## src/rtl/lfsr_pkg.sv

```systemverilog
`default_nettype none
// ============================================================================
//  Module      : lfsr_pkg
//  Description : Shared definitions for the LFSR round-robin server: FSM
//                state type, LFSR width, safe seed, and the single definition
//                of the 8-bit Fibonacci feedback polynomial.
//  Contents    : state_t, LFSR_W, LFSR_SAFE_SEED, lfsr8_next, lfsr8_seed_fix
//  Revision    : 1.0 - initial release
// ============================================================================
package lfsr_pkg;

    localparam int LFSR_W = 8;

    // All-zero is the lock-up state of the LFSR, so it is never loaded.
    localparam logic [LFSR_W-1:0] LFSR_SAFE_SEED = 8'h01;

    // One-hot server states.
    typedef enum logic [3:0] {
        ST_IDLE  = 4'b0001,
        ST_SERVE = 4'b0010,
        ST_SEED  = 4'b0100,
        ST_HOLD  = 4'b1000
    } state_t;

    // One Fibonacci step: taps at bits 4,3,2,0, new bit shifted in at the MSB.
    function automatic logic [LFSR_W-1:0] lfsr8_next(input logic [LFSR_W-1:0] q);
        return {q[4] ^ q[3] ^ q[2] ^ q[0], q[LFSR_W-1:1]};
    endfunction

    // Replace a zero seed with the safe seed.
    function automatic logic [LFSR_W-1:0] lfsr8_seed_fix(input logic [LFSR_W-1:0] s);
        return (s == '0) ? LFSR_SAFE_SEED : s;
    endfunction

endpackage
`default_nettype wire

```

## src/rtl/rr_arbiter.sv

```systemverilog
`default_nettype none
// ============================================================================
//  Module      : rr_arbiter
//  Description : Purely combinational round-robin arbiter. Searches the
//                request vector starting at ptr and wrapping modulo N, and
//                returns the first active requester as a one-hot vector plus
//                its binary index. The caller registers the outputs and owns
//                the pointer.
//  Ports       : req      [N-1:0]  in  - request vector
//                ptr      [IW-1:0] in  - highest-priority index
//                en                in  - arbitration enable (gates outputs)
//                gnt_next [N-1:0]  out - one-hot winner (0 if none / !en)
//                idx      [IW-1:0] out - binary index of the winner
//  Revision    : 1.0 - initial release
// ============================================================================
module rr_arbiter #(
    parameter  int N  = 4,
    localparam int IW = (N > 1) ? $clog2(N) : 1
) (
    input  logic [N-1:0]  req,
    input  logic [IW-1:0] ptr,
    input  logic          en,
    output logic [N-1:0]  gnt_next,
    output logic [IW-1:0] idx
);

    int            w_pos;
    logic [IW-1:0] w_sel;
    logic          w_found;

    always_comb begin
        gnt_next = '0;
        idx      = '0;
        w_found  = 1'b0;
        w_pos    = 0;
        w_sel    = '0;
        for (int k = 0; k < N; k++) begin
            // Candidate position k steps after the pointer, wrapped into range.
            w_pos = int'(ptr) + k;
            if (w_pos >= N) begin
                w_pos = w_pos - N;
            end
            w_sel = IW'(w_pos);
            if (en && !w_found && req[w_sel]) begin
                w_found         = 1'b1;
                gnt_next[w_sel] = 1'b1;
                idx             = w_sel;
            end
        end
    end

endmodule
`default_nettype wire

```

## src/rtl/lfsr_rr_server.sv

```systemverilog
`default_nettype none
// ============================================================================
//  Module      : lfsr_rr_server
//  Description : Shares one 8-bit Fibonacci LFSR among NREQ requesters. Each
//                grant hands out the current LFSR word and advances the LFSR
//                by one step, so consumers see distinct words of one global
//                sequence. A one-hot FSM handles seeding and pausing; a
//                round-robin arbiter picks the requester.
//  Ports       : clk, rst_n (async, active-low)
//                req       [NREQ-1:0] in  - level requests
//                gnt       [NREQ-1:0] out - registered one-hot grant
//                rnd_data  [7:0]      out - random byte, valid while |gnt
//                seed_load            in  - strobe: load seed_val
//                seed_val  [7:0]      in  - new seed (0 replaced by 8'h01)
//                pause                in  - freeze grants and LFSR
//                grant_cnt [15:0]     out - wrapping grant counter
//                busy                 out - registered |gnt
//  Revision    : 1.0 - initial release
// ============================================================================
module lfsr_rr_server
    import lfsr_pkg::*;
#(
    parameter int               NREQ = 4,
    parameter logic [LFSR_W-1:0] SEED = 8'h01
) (
    input  logic              clk,
    input  logic              rst_n,
    input  logic [NREQ-1:0]   req,
    output logic [NREQ-1:0]   gnt,
    output logic [LFSR_W-1:0] rnd_data,
    input  logic              seed_load,
    input  logic [LFSR_W-1:0] seed_val,
    input  logic              pause,
    output logic [15:0]       grant_cnt,
    output logic              busy
);

    localparam int PW = (NREQ > 1) ? $clog2(NREQ) : 1;
    localparam logic [PW-1:0] C_LAST_IDX = PW'(NREQ - 1);

    state_t            state_q;
    logic [PW-1:0]     ptr_q;
    logic [LFSR_W-1:0] lfsr_q;
    logic [LFSR_W-1:0] seed_q;      // seed captured at the strobe, applied in SEED
    logic [NREQ-1:0]   gnt_q;
    logic [LFSR_W-1:0] rnd_q;
    logic [15:0]       cnt_q;
    logic              busy_q;

    logic              w_grant_en;
    logic [NREQ-1:0]   w_gnt_next;
    logic [PW-1:0]     w_idx;
    logic [PW-1:0]     w_ptr_d;

    // A grant happens only in SERVE and only when no higher-priority input
    // (seed_load, then pause) claims the cycle.
    assign w_grant_en = (state_q == ST_SERVE) && (|req) && !pause && !seed_load;

    assign w_ptr_d = (w_idx == C_LAST_IDX) ? '0 : w_idx + PW'(1);

    rr_arbiter #(
        .N (NREQ)
    ) u_arb (
        .req      (req),
        .ptr      (ptr_q),
        .en       (w_grant_en),
        .gnt_next (w_gnt_next),
        .idx      (w_idx)
    );

    always_ff @(posedge clk or negedge rst_n) begin
        if (!rst_n) begin
            state_q <= ST_IDLE;
            ptr_q   <= '0;
            lfsr_q  <= SEED;
            seed_q  <= LFSR_SAFE_SEED;
            gnt_q   <= '0;
            rnd_q   <= '0;
            cnt_q   <= '0;
            busy_q  <= 1'b0;
        end else begin
            // Grant is a one-cycle pulse; rnd_data keeps its last value.
            gnt_q  <= '0;
            busy_q <= 1'b0;

            case (state_q)
                ST_IDLE: begin
                    if (seed_load) begin
                        seed_q  <= lfsr8_seed_fix(seed_val);
                        state_q <= ST_SEED;
                    end else if (pause) begin
                        state_q <= ST_HOLD;
                    end else if (|req) begin
                        state_q <= ST_SERVE;
                    end
                end

                ST_SERVE: begin
                    if (seed_load) begin
                        seed_q  <= lfsr8_seed_fix(seed_val);
                        state_q <= ST_SEED;
                    end else if (pause) begin
                        state_q <= ST_HOLD;
                    end else if (!(|req)) begin
                        state_q <= ST_IDLE;
                    end else begin
                        gnt_q  <= w_gnt_next;
                        busy_q <= 1'b1;
                        rnd_q  <= lfsr_q;
                        lfsr_q <= lfsr8_next(lfsr_q);
                        cnt_q  <= cnt_q + 16'd1;
                        ptr_q  <= w_ptr_d;
                    end
                end

                ST_SEED: begin
                    lfsr_q <= seed_q;
                    // A back-to-back strobe re-captures and stays for another load.
                    if (seed_load) begin
                        seed_q <= lfsr8_seed_fix(seed_val);
                    end else begin
                        state_q <= ST_IDLE;
                    end
                end

                ST_HOLD: begin
                    if (seed_load) begin
                        seed_q  <= lfsr8_seed_fix(seed_val);
                        state_q <= ST_SEED;
                    end else if (!pause) begin
                        state_q <= ST_IDLE;
                    end
                end

                default: begin
                    state_q <= ST_IDLE;
                end
            endcase
        end
    end

    assign gnt       = gnt_q;
    assign rnd_data  = rnd_q;
    assign grant_cnt = cnt_q;
    assign busy      = busy_q;

endmodule
`default_nettype wire

```

## config.mk

```make
export PLATFORM = sky130hd
export DESIGN_NAME = lfsr_rr_server
export DESIGN_NICKNAME = d
export VERILOG_FILES = /design/src/rtl/lfsr_pkg.sv /design/src/rtl/rr_arbiter.sv /design/src/rtl/lfsr_rr_server.sv
export SDC_FILE = /design/constraint.sdc
export NUM_CORES = 1
export LEC_CHECK = 0
export ABC_AREA = 1
export CAP_MARGIN = 20
export CORE_MARGIN = 2
export CORE_UTILIZATION = 40
export DETAILED_ROUTE_END_ITERATION = 10
export PLACE_DENSITY = 0.65
export SLEW_MARGIN = 10
export SYNTH_ARGS = -nofsm -noshare
export SYNTH_HDL_FRONTEND = slang
export SYNTH_SLANG_ARGS = --single-unit
```

## constraint.sdc

```tcl
create_clock -name clk -period 2.7 [get_ports clk]
set_input_delay 0.54 -clock clk [delete_from_list [all_inputs] [get_ports clk]]
set_output_delay 0.54 -clock clk [all_outputs]
set_load 0.02 [all_outputs]
```

==> results.cfg <==
[run_status]
status = complete, no violations

[global_routing]
gr-usage-all-layers_pct = 15.6
grt-ovfl-total = 0
grt_pass1_vias = 2170
grt_pass1_wl_um = 9420
antenna_found_initial = 0
grt_max_degree = 42

[floorplanning]
die_x_um = 86.5
ios = 45
rows = 30
start_util_pct = 40.7
core-area_sq_um = 6680
die-area_sq_um = 7480
die_height_um = 86.5

[drt]
num_vias = 2196
drt_wl_total_um = 5350
avgRoutedWirePerCell_um = 12.1
drc = 0
drt_iter0_drc = 92
dr.pass1.iters = 4
viasPerCell = 4.96
ant_nets = 0

[sta]
hold_violations = 0
tns_ps = 0
finClkSkew_ps = 15.1
relSlewSlack_pct = 38.2
max_freq_mhz = 457
layout_worst_path_cycle_share_pct = 81.0
finalCriticalPeriod_ps = 2190
holdWs_ps = 362
rsz0062_at_grt = no
slew_viol_final = 0
setup-violations-final = 0
tightest_slew_ps = 927

[cells_and_area]
diodes = 0
area_delta_synth_final_pct = 23.3
fin_nets = 387
drive_above_1_share_pct = 9.92
fillers = 641

[synthesis]
syn_area_sq_um = 2720
yosys-top-cells-count = 75 x nand2_1, 48 x dfrtp_1, 42 x inv_1
syn_avg_cell_area_sq_um = 8.72
synth-seq-area-share_pct = 47.1
yosysWarnings = 0
syn_nets = 337
syn_inst = 312
synth_top_area_share_pct = 44.2
synth.most_common_cell = nand2_1
yosysUniqueCellTypes = 35
synthTopCellsByArea = dfrtp_1 44%, nand2_1 10%, inv_1 5.8%
synth-seq-cells = 51
synth_edf_count = 0
async_flop_share_pct = 100
synth_top_area_cell = dfrtp_1
synth-main-ff-cell = dfrtp_1

[flow_run]
maxCapViolations = 0

[clocking]
cts_buffers = 5
cts.sinks = 51
post_cts_buffers = 0
ctsRootBufferMaster = clkbuf_8
cts_max_level = 2
clock_path_buffers = 2
clkTransAtPathRegs_ps = 110
ctsHoldBuffers = 0
cts.repair.resized = 0
cts_tree = built
worst_skew_pair.late_latency_ps = 310

[hold_path]
worst_hold_path_type = in2async

[pwr]
peakVddDrop_uv = 322
power.leakage_nw = 1.57
cellPowerDensity_nw_per_um2 = 726

[critical_path]
reg2reg_from = ptr_q[0]
cp_max_fo = 10
critical_path.startpoint_type = flip-flop
end_kind = flip-flop
path_class = reg2reg
ff2ff_setup_slack_ps = 510
worstRegToRegCells = 10
cp.arrival_ps = 2370
reg2reg_to = ptr_q[0]
cp.required_ps = 2890

[placement]
hpwl_um = 4090
port_buffers = 44
globalplace.congestion = 0.874
==> power by group <==
part           switching, mW  total [mW]  internal, mW
Combinational          0.529       0.878         0.349
Clock                  0.263       0.449         0.186
Sequential             0.145        1.11         0.961
Total                  0.937        2.43          1.50
==> per-layer routing <==
| layer | vias to the layer above | part of all wire [%] | global-route usage (%) |
|---|---|---|---|
| met4 | 0 | 0.73 | 4.83 |
| li1 | 1106 | - | - |
| met3 | 2 | 2.8 | 2.29 |
| met2 | 42 | 50 | 26.9 |
| met5 | - | 0 | 0 |
| met1 | 1046 | 46 | 20.1 |
==> stage by stage <==
stage	worst slack (ps)	cells	util [%]	instance area [sq um]	power, mW
2_1_floorplan	820	312	-	2720	1.72
3_3_place_gp	345	435	48.8	3260	1.99
3_5_place_dp	316	435	48.8	3260	2.01
4_1_cts	501	443	50.2	3350	2.47
5_1_grt	291	443	50.2	3350	2.64
6_report	513	443	50.2	3350	2.43
==> registers in the layout (all words and copies together) (netlist names) <==
register	count
ptr_q	2
seed_q	8
busy	1
gnt	4
rnd_data	8
lfsr_q	8
state_q	4
grant_cnt	16
==> worst max-delay path by stage <==
stage | start | to | slack (ps)
after floorplan | ptr_q[0] | ptr_q[1] | 820
after global placement | req[0] | lfsr_q[2] | 340
after detailed placement | req[1] | lfsr_q[1] | 320
after CTS | ptr_q[0] | ptr_q[1] | 500
after global routing | ptr_q[0] | ptr_q[1] | 290
final | ptr_q[0] | ptr_q[0] | 510
==> final cells by class <==
cell class                      count  area [sq um]  share of cell area (%)
Clock buffer                        5          68.8                    2.05
Clock inverter                      3          23.8                   0.709
Inverter                           46           175                    5.22
Multi-Input combinational cell    209          1230                    36.8
Sequential cell                    51          1280                    38.2
Tap cell                           80           100                    2.99
Timing Repair Buffer               49           473                    14.1
==> cells by family after synthesis <==
group | Yosys count | share of synthesized area (%)
mux | 1 | 0.414
buf+inv | 52 | 7.64
compound gates | 49 | 10.6
xor+xnor | 18 | 5.80
simple gates | 132 | 24.4
fa+ha+maj | 9 | 4.14
flops | 51 | 47.1
==> worst max-delay path, stage by stage, from the launching register on <==
cell and delay, ps:
dfrtp_1 570, inv_2 180, ha_1 380, inv_1 110, nand3_1 80, nand2_1 140
nand4_1 250, nand3_1 140, nand2_1 90, nand2_1 70, o21ai_0 70
==> placed cells by master (no fill, tap or decap), types with 2 or more instances in the layout <==
cell / n
o211ai_1: 10
nor2_4: 3
clkbuf_8: 5
dfrtp_1: 48
clkinvlp_4: 2
nor2_1: 10
nand3_1: 21
nand4_1: 4
dfstp_2: 3
buf_4: 5
ha_1: 9
nand3_4: 2
o21ai_0: 28
a21oi_1: 5
xnor2_1: 8
clkdlybuf4s50_1: 43
inv_1: 42
o2111ai_1: 2
nand2_1: 75
inv_2: 3
nor2_2: 4
xor2_1: 10
nor3_1: 6
No activity file was read; power rests on OpenSTA's default activity.
